`config.mk`:
```
export PLATFORM = sky130hd
export DESIGN_NAME = store_buffer
export DESIGN_NICKNAME = d
export VERILOG_FILES = /design/src/rtl/store_buffer_pkg.sv /design/src/rtl/store_lane_encode.sv /design/src/rtl/store_buffer.sv
export SDC_FILE = /design/constraint.sdc
export NUM_CORES = 1
export LEC_CHECK = 0
export BUFFER_PORTS_ARGS = -buffer_cell sky130_fd_sc_hd__buf_2
export CORE_UTILIZATION = 50
export DETAILED_ROUTE_END_ITERATION = 12
export PLACE_DENSITY_LB_ADDON = 0.2
export SYNTH_ARGS = -nofsm -noshare
export SYNTH_HDL_FRONTEND = slang
export SYNTH_SLANG_ARGS = --single-unit
```
`constraint.sdc`:
```
create_clock -name clk -period 7.3 [get_ports clk]
set_input_delay 0.73 -clock clk [delete_from_list [all_inputs] [get_ports clk]]
set_output_delay 0.73 -clock clk [all_outputs]
set_load 0.005 [all_outputs]
```
`src/rtl/store_buffer_pkg.sv`:
```
// Shared memory-control definitions: store opcodes, the store address-space
// qualifier and the big-endian byte-lane encoder used by the write-enable path.
package store_buffer_pkg;

  localparam logic [5:0] OP_LW = 6'h23;
  localparam logic [5:0] OP_SB = 6'h28;
  localparam logic [5:0] OP_SH = 6'h29;
  localparam logic [5:0] OP_SW = 6'h2b;

  typedef struct packed {
    logic        is_store;
    logic [3:0]  we;
    logic [31:0] din;
  } lane_enc_t;

  typedef struct packed {
    logic [29:0] waddr;
    logic [3:0]  we;
    logic [31:0] din;
  } sb_entry_t;

  // Writable space is addr[31:28] == 4'b0zz1.
  function automatic logic in_store_space(input logic [31:0] a);
    return (a[31] == 1'b0) && (a[28] == 1'b1);
  endfunction

  // Lane 3 (we[3]) is byte offset 0: big-endian lane mapping.
  function automatic lane_enc_t lane_encode(input logic [5:0]  op,
                                            input logic [1:0]  off,
                                            input logic [31:0] data);
    lane_enc_t e;
    e = '0;
    case (op)
      OP_SB: begin
        e.is_store = 1'b1;
        e.we       = 4'b1000 >> off;
        e.din      = {4{data[7:0]}};
      end
      OP_SH: begin
        e.is_store = 1'b1;
        e.we       = off[0] ? 4'b0011 : 4'b1100;
        e.din      = {2{data[15:0]}};
      end
      OP_SW: begin
        e.is_store = 1'b1;
        e.we       = 4'b1111;
        e.din      = data;
      end
      default: e = '0;
    endcase
    return e;
  endfunction

endpackage

```
`src/rtl/store_lane_encode.sv`:
```
// Combinational SB/SH/SW decode into byte write enables and lane-replicated data.
module store_lane_encode
  import store_buffer_pkg::*;
(
  input  logic [5:0]  opcode,
  input  logic [1:0]  offset,
  input  logic [31:0] store_data,
  output logic [3:0]  we,
  output logic [31:0] din,
  output logic        is_store
);

  lane_enc_t enc;

  always_comb begin
    enc = lane_encode(opcode, offset, store_data);
  end

  assign we       = enc.we;
  assign din      = enc.din;
  assign is_store = enc.is_store;

endmodule

```
`src/rtl/store_buffer.sv`:
```
// Posted-store queue: qualifies and lane-encodes stores, drains them in program
// order over mem_req/mem_ack, and flags loads that hit a pending store word.
module store_buffer
  import store_buffer_pkg::*;
#(
  parameter int DEPTH = 4
) (
  input  logic        clk,
  input  logic        rst,
  input  logic        in_valid,
  output logic        in_ready,
  input  logic [5:0]  opcode,
  input  logic [31:0] addr,
  input  logic [31:0] store_data,
  output logic        mem_req,
  input  logic        mem_ack,
  output logic [31:0] mem_addr,
  output logic [31:0] mem_din,
  output logic [3:0]  mem_we,
  input  logic        ld_check,
  input  logic [31:0] ld_addr,
  output logic        ld_hazard,
  output logic        empty
);

  localparam int PTR_W = $clog2(DEPTH);
  localparam logic [PTR_W:0] FULL_CNT = (PTR_W + 1)'(DEPTH);

  // Handshakes: an input transfer happens on a rising edge where
  // in_valid & in_ready; a drain transfer where mem_req & mem_ack. Neither side
  // may change its presented payload while its valid is high and not accepted.

  logic [PTR_W-1:0] head;
  logic [PTR_W-1:0] tail;
  logic [PTR_W:0]   count;
  sb_entry_t        entries [DEPTH];

  logic [3:0]  enc_we;
  logic [31:0] enc_din;
  logic        enc_is_store;
  logic        push;
  logic        pop;

  store_lane_encode u_encode (
    .opcode     (opcode),
    .offset     (addr[1:0]),
    .store_data (store_data),
    .we         (enc_we),
    .din        (enc_din),
    .is_store   (enc_is_store)
  );

  assign in_ready = (count != FULL_CNT);
  assign mem_req  = (count != '0);
  assign empty    = (count == '0);

  // Non-store or out-of-space instructions are still consumed, just not queued.
  assign push = in_valid & in_ready & enc_is_store & in_store_space(addr);
  assign pop  = mem_req & mem_ack;

  always_ff @(posedge clk or negedge rst) begin
    if (!rst) begin
      head  <= '0;
      tail  <= '0;
      count <= '0;
    end else begin
      if (push) tail <= tail + PTR_W'(1);
      if (pop)  head <= head + PTR_W'(1);
      case ({push, pop})
        2'b10:   count <= count + (PTR_W + 1)'(1);
        2'b01:   count <= count - (PTR_W + 1)'(1);
        default: count <= count;
      endcase
    end
  end

  // Payload is deliberately unreset; the outputs below mask it when empty.
  always_ff @(posedge clk) begin
    if (push) begin
      entries[tail] <= '{waddr: addr[31:2], we: enc_we, din: enc_din};
    end
  end

  assign mem_addr = mem_req ? {entries[head].waddr, 2'b00} : '0;
  assign mem_din  = mem_req ? entries[head].din : '0;
  assign mem_we   = mem_req ? entries[head].we  : '0;

  logic             word_hit;
  logic [PTR_W-1:0] slot_off;
  logic             ld_offset_unused;

  assign ld_offset_unused = ^ld_addr[1:0];

  // A slot is live when its distance from head is below count.
  always_comb begin
    word_hit = 1'b0;
    slot_off = '0;
    for (int i = 0; i < DEPTH; i++) begin
      slot_off = PTR_W'(i) - head;
      if (({1'b0, slot_off} < count) && (entries[i].waddr == ld_addr[31:2])) begin
        word_hit = 1'b1;
      end
    end
  end

  assign ld_hazard = ld_check & in_store_space(ld_addr) & word_hit;

endmodule

```
==> metrics.txt <==
Yosys reg bits 271; initial antenna violation count 5; WL final roughly 29000 um; crit-path max cell delay slightly below 900 ps; Post-DP HPWL 18740 um; first-pass GRT wire length between 40000 and 50000 um; Layout area overhead 16.24%; Gate Count Post-Synth 766; max_cap viols 0; top_reg_cell synth edfxtp_1; R2R depth 9; Via density between 5 and 6; Inserted Clock Buffers 29; slew margin rel. 0.2549; Starting Density 0.5110; Post-CTS Hold Buffers 0; # DRC 0; CP endpoint kind output pin; Yosys top cell area share 0.6379; most area-consuming cells after synthesis edfxtp_1 (64%), mux4_2 (12%), xnor2_1 (5.5%); Overall Global Routing Usage 0.2298; total negative setup slack 0 ps; post-CTS setup buffers 0; Max Clock Freq 253.1 MHz; area leader, netlist edfxtp_1; placed cell area 13530 um2; synth warn 0; largest net degree at the start of global routing between 60 and 70; CTS tree built; Syn Area/Cell 16.22 um2; leakage power 5.064 nW; Layout Nets 1046; H-tree Lvls 1; Req. time, crit path around 6600 ps; Reg clk slew, reported paths ~60 ps; vias in the first global route between 7000 and 8000; CTS root buffer clkbuf_16; CP Class register to output pin; Pwr Density 311.2 nW/um2; Buf+Inv Stages, Crit Path 3; Die ar. ~25000 um2; Finished Cell Area 14450 um2; Vias 6990; unrepaired setup endpoints after global routing false; Rows 57; critical path peak fanout 38; endpoints failing setup 0; share of cells above drive strength 1 0.3162; post-cts resize count 0; Worst Max-Slew Pin Slew between 1000 and 1500 ps; core area 24320 um2; HP Class primary input to async pin; ANT nets after route 0; Final Util 0.5940; Final period util 0.5413; Crit path depth 7; Clock Sinks 271; Cell Area, Synth 12430 um2; Startpoint Class register; Slew Viols, Final 0; Crit path top cell by count nand4_1; number of instances in the placed design between 1000 and 1500; gr ovfl total 0; post-synthesis sequential area ratio 0.6520; Crit path arrival time around 3200 ps; routed len/inst ~22 um; final hold vios 0; I/O pins 179; dominant delay contributor by cell family on the critical path buffers and inverters; Post-synth EDFFs around 260; detailed-router iteration count before antenna repair 5; library cells used by synthesis 40; status finished, final reports clean; Port Buffers 174; Non-Filler Instances 1277; Clock Skew 22.25 ps; Die H between 150 and 200 um; Die W 159.7 um; Tmin final slightly below 4000 ps; WHS 13.38 ps; Post-synth ARST share 0.02583; critical-path cell with the highest stage delay dfrtp_4; Clk Latency, worst-skew pair between 500 and 600 ps; routability cong. between 0.8 and 0.9; Max clock buf depth 3; CP Cell Sequence buf_4 > inv_1 > a21oi_1 > a2111oi_0 > nand4_1 > nand4_1 > buf_2; DR iter-0 viols 600; maximum VDD drop 0.2499 mV
stage by stage:
step | total power [W] | setup slack [ps]
global placement | 0.003134 | 3711
CTS | 0.004538 | 3200
floorplan | 0.002648 | 3696
finish | 0.004496 | 3348
detailed placement | 0.003140 | 3736
global route | 0.004687 | 3010
logic make-up (layout without fill, tap and decap cells):
group	count (synthesis)	after routing	share of synthesized area
compound gates	45	45	0.02124
xor+xnor	124	124	0.08799
fa+ha+maj	10	10	0.01067
buf+inv	62	247	0.02285
flops	271	271	0.6520
mux	67	67	0.1204
other cells	1	3	0.0003017
simple gates	186	186	0.08457
final timing paths:
check,startpoint,to,slack [ps]
min reg2reg,count[1],count[1],490
max in group asynchronous,rst,head[0],7100
max,head[0],ld_hazard,3350
min in group clk,addr[27],entries[0][61],380
max reg2reg,count[1],count[1],4350
min,rst,tail[0],10
state kept, by name, summed over array words and instances (netlist names):
register and cells:
count 3, entries 264, head 2, tail 2
metal layers:
layer / GRT usage / wire [um] / vias up
met5: 0 / 46 / -
met2: 0.3700 / 13720 / 249
li1: - / - / 3219
met4: 0.08348 / 996 / 8
met3: 0.04468 / 1779 / 59
met1: 0.3135 / 11980 / 3455
report_power, final:
part,total [W],internal (W),switching [W]
combinational,0.00128,0.000674,0.000607
clock,0.00140,0.000807,0.000598
sequential,0.00181,0.00172,0.0000922
total,0.00450,0.00320,0.00130
final cells by class:
type	instances	area (um2)
clock inverters	18	162.7
fillers	1907	9873
clock buffers	36	752.0
inverters	14	52.55
well taps	324	405.4
flip-flops and latches	271	8108
diodes	1	2.502
multi-input cells	434	4055
repair buffers	179	908.4
Yosys cell counts, types with 2 or more instances:
cell and n:
nor2b_1 67, inv_1 12, o21ai_0 4, inv_2 2
buf_4 3, nand3_1 6, xor2_1 45, buf_2 14
nand2_1 28, nand4_1 21, nand2b_1 3, nor2_1 25
ha_1 9, clkbuf_1 24, buf_1 4, a2111oi_0 3
and2_1 12, edfxtp_1 264, mux4_2 66, dfrtp_1 7
or3_1 4, nor4_1 10, nor3_1 3, a21oi_1 28
a22oi_1 8, buf_6 3, xnor2_1 78
cells in the final DEF, fill, tap and decap left out, types with 3 or more instances in the layout:
cell type,Yosys,final
a22oi_1,8,8
and2_1,12,8
ha_1,9,9
nor4_1,10,10
o21ai_0,4,4
xor2_1,45,45
a2111oi_0,3,3
nand3_1,6,6
or3_1,4,4
inv_2,2,3
and2_4,0,4
nor2_1,25,25
inv_1,12,11
dfrtp_1,7,5
nand4_1,21,21
clkbuf_1,24,7
clkinv_2,0,7
buf_4,3,5
nor3_1,3,3
mux4_2,66,66
nor2b_1,67,67
xnor2_1,78,78
nand2b_1,3,3
edfxtp_1,264,264
clkbuf_16,0,29
a21oi_1,28,28
clkinv_1,0,4
nand2_1,28,28
buf_2,14,174
(Power assumes the default switching activity.)
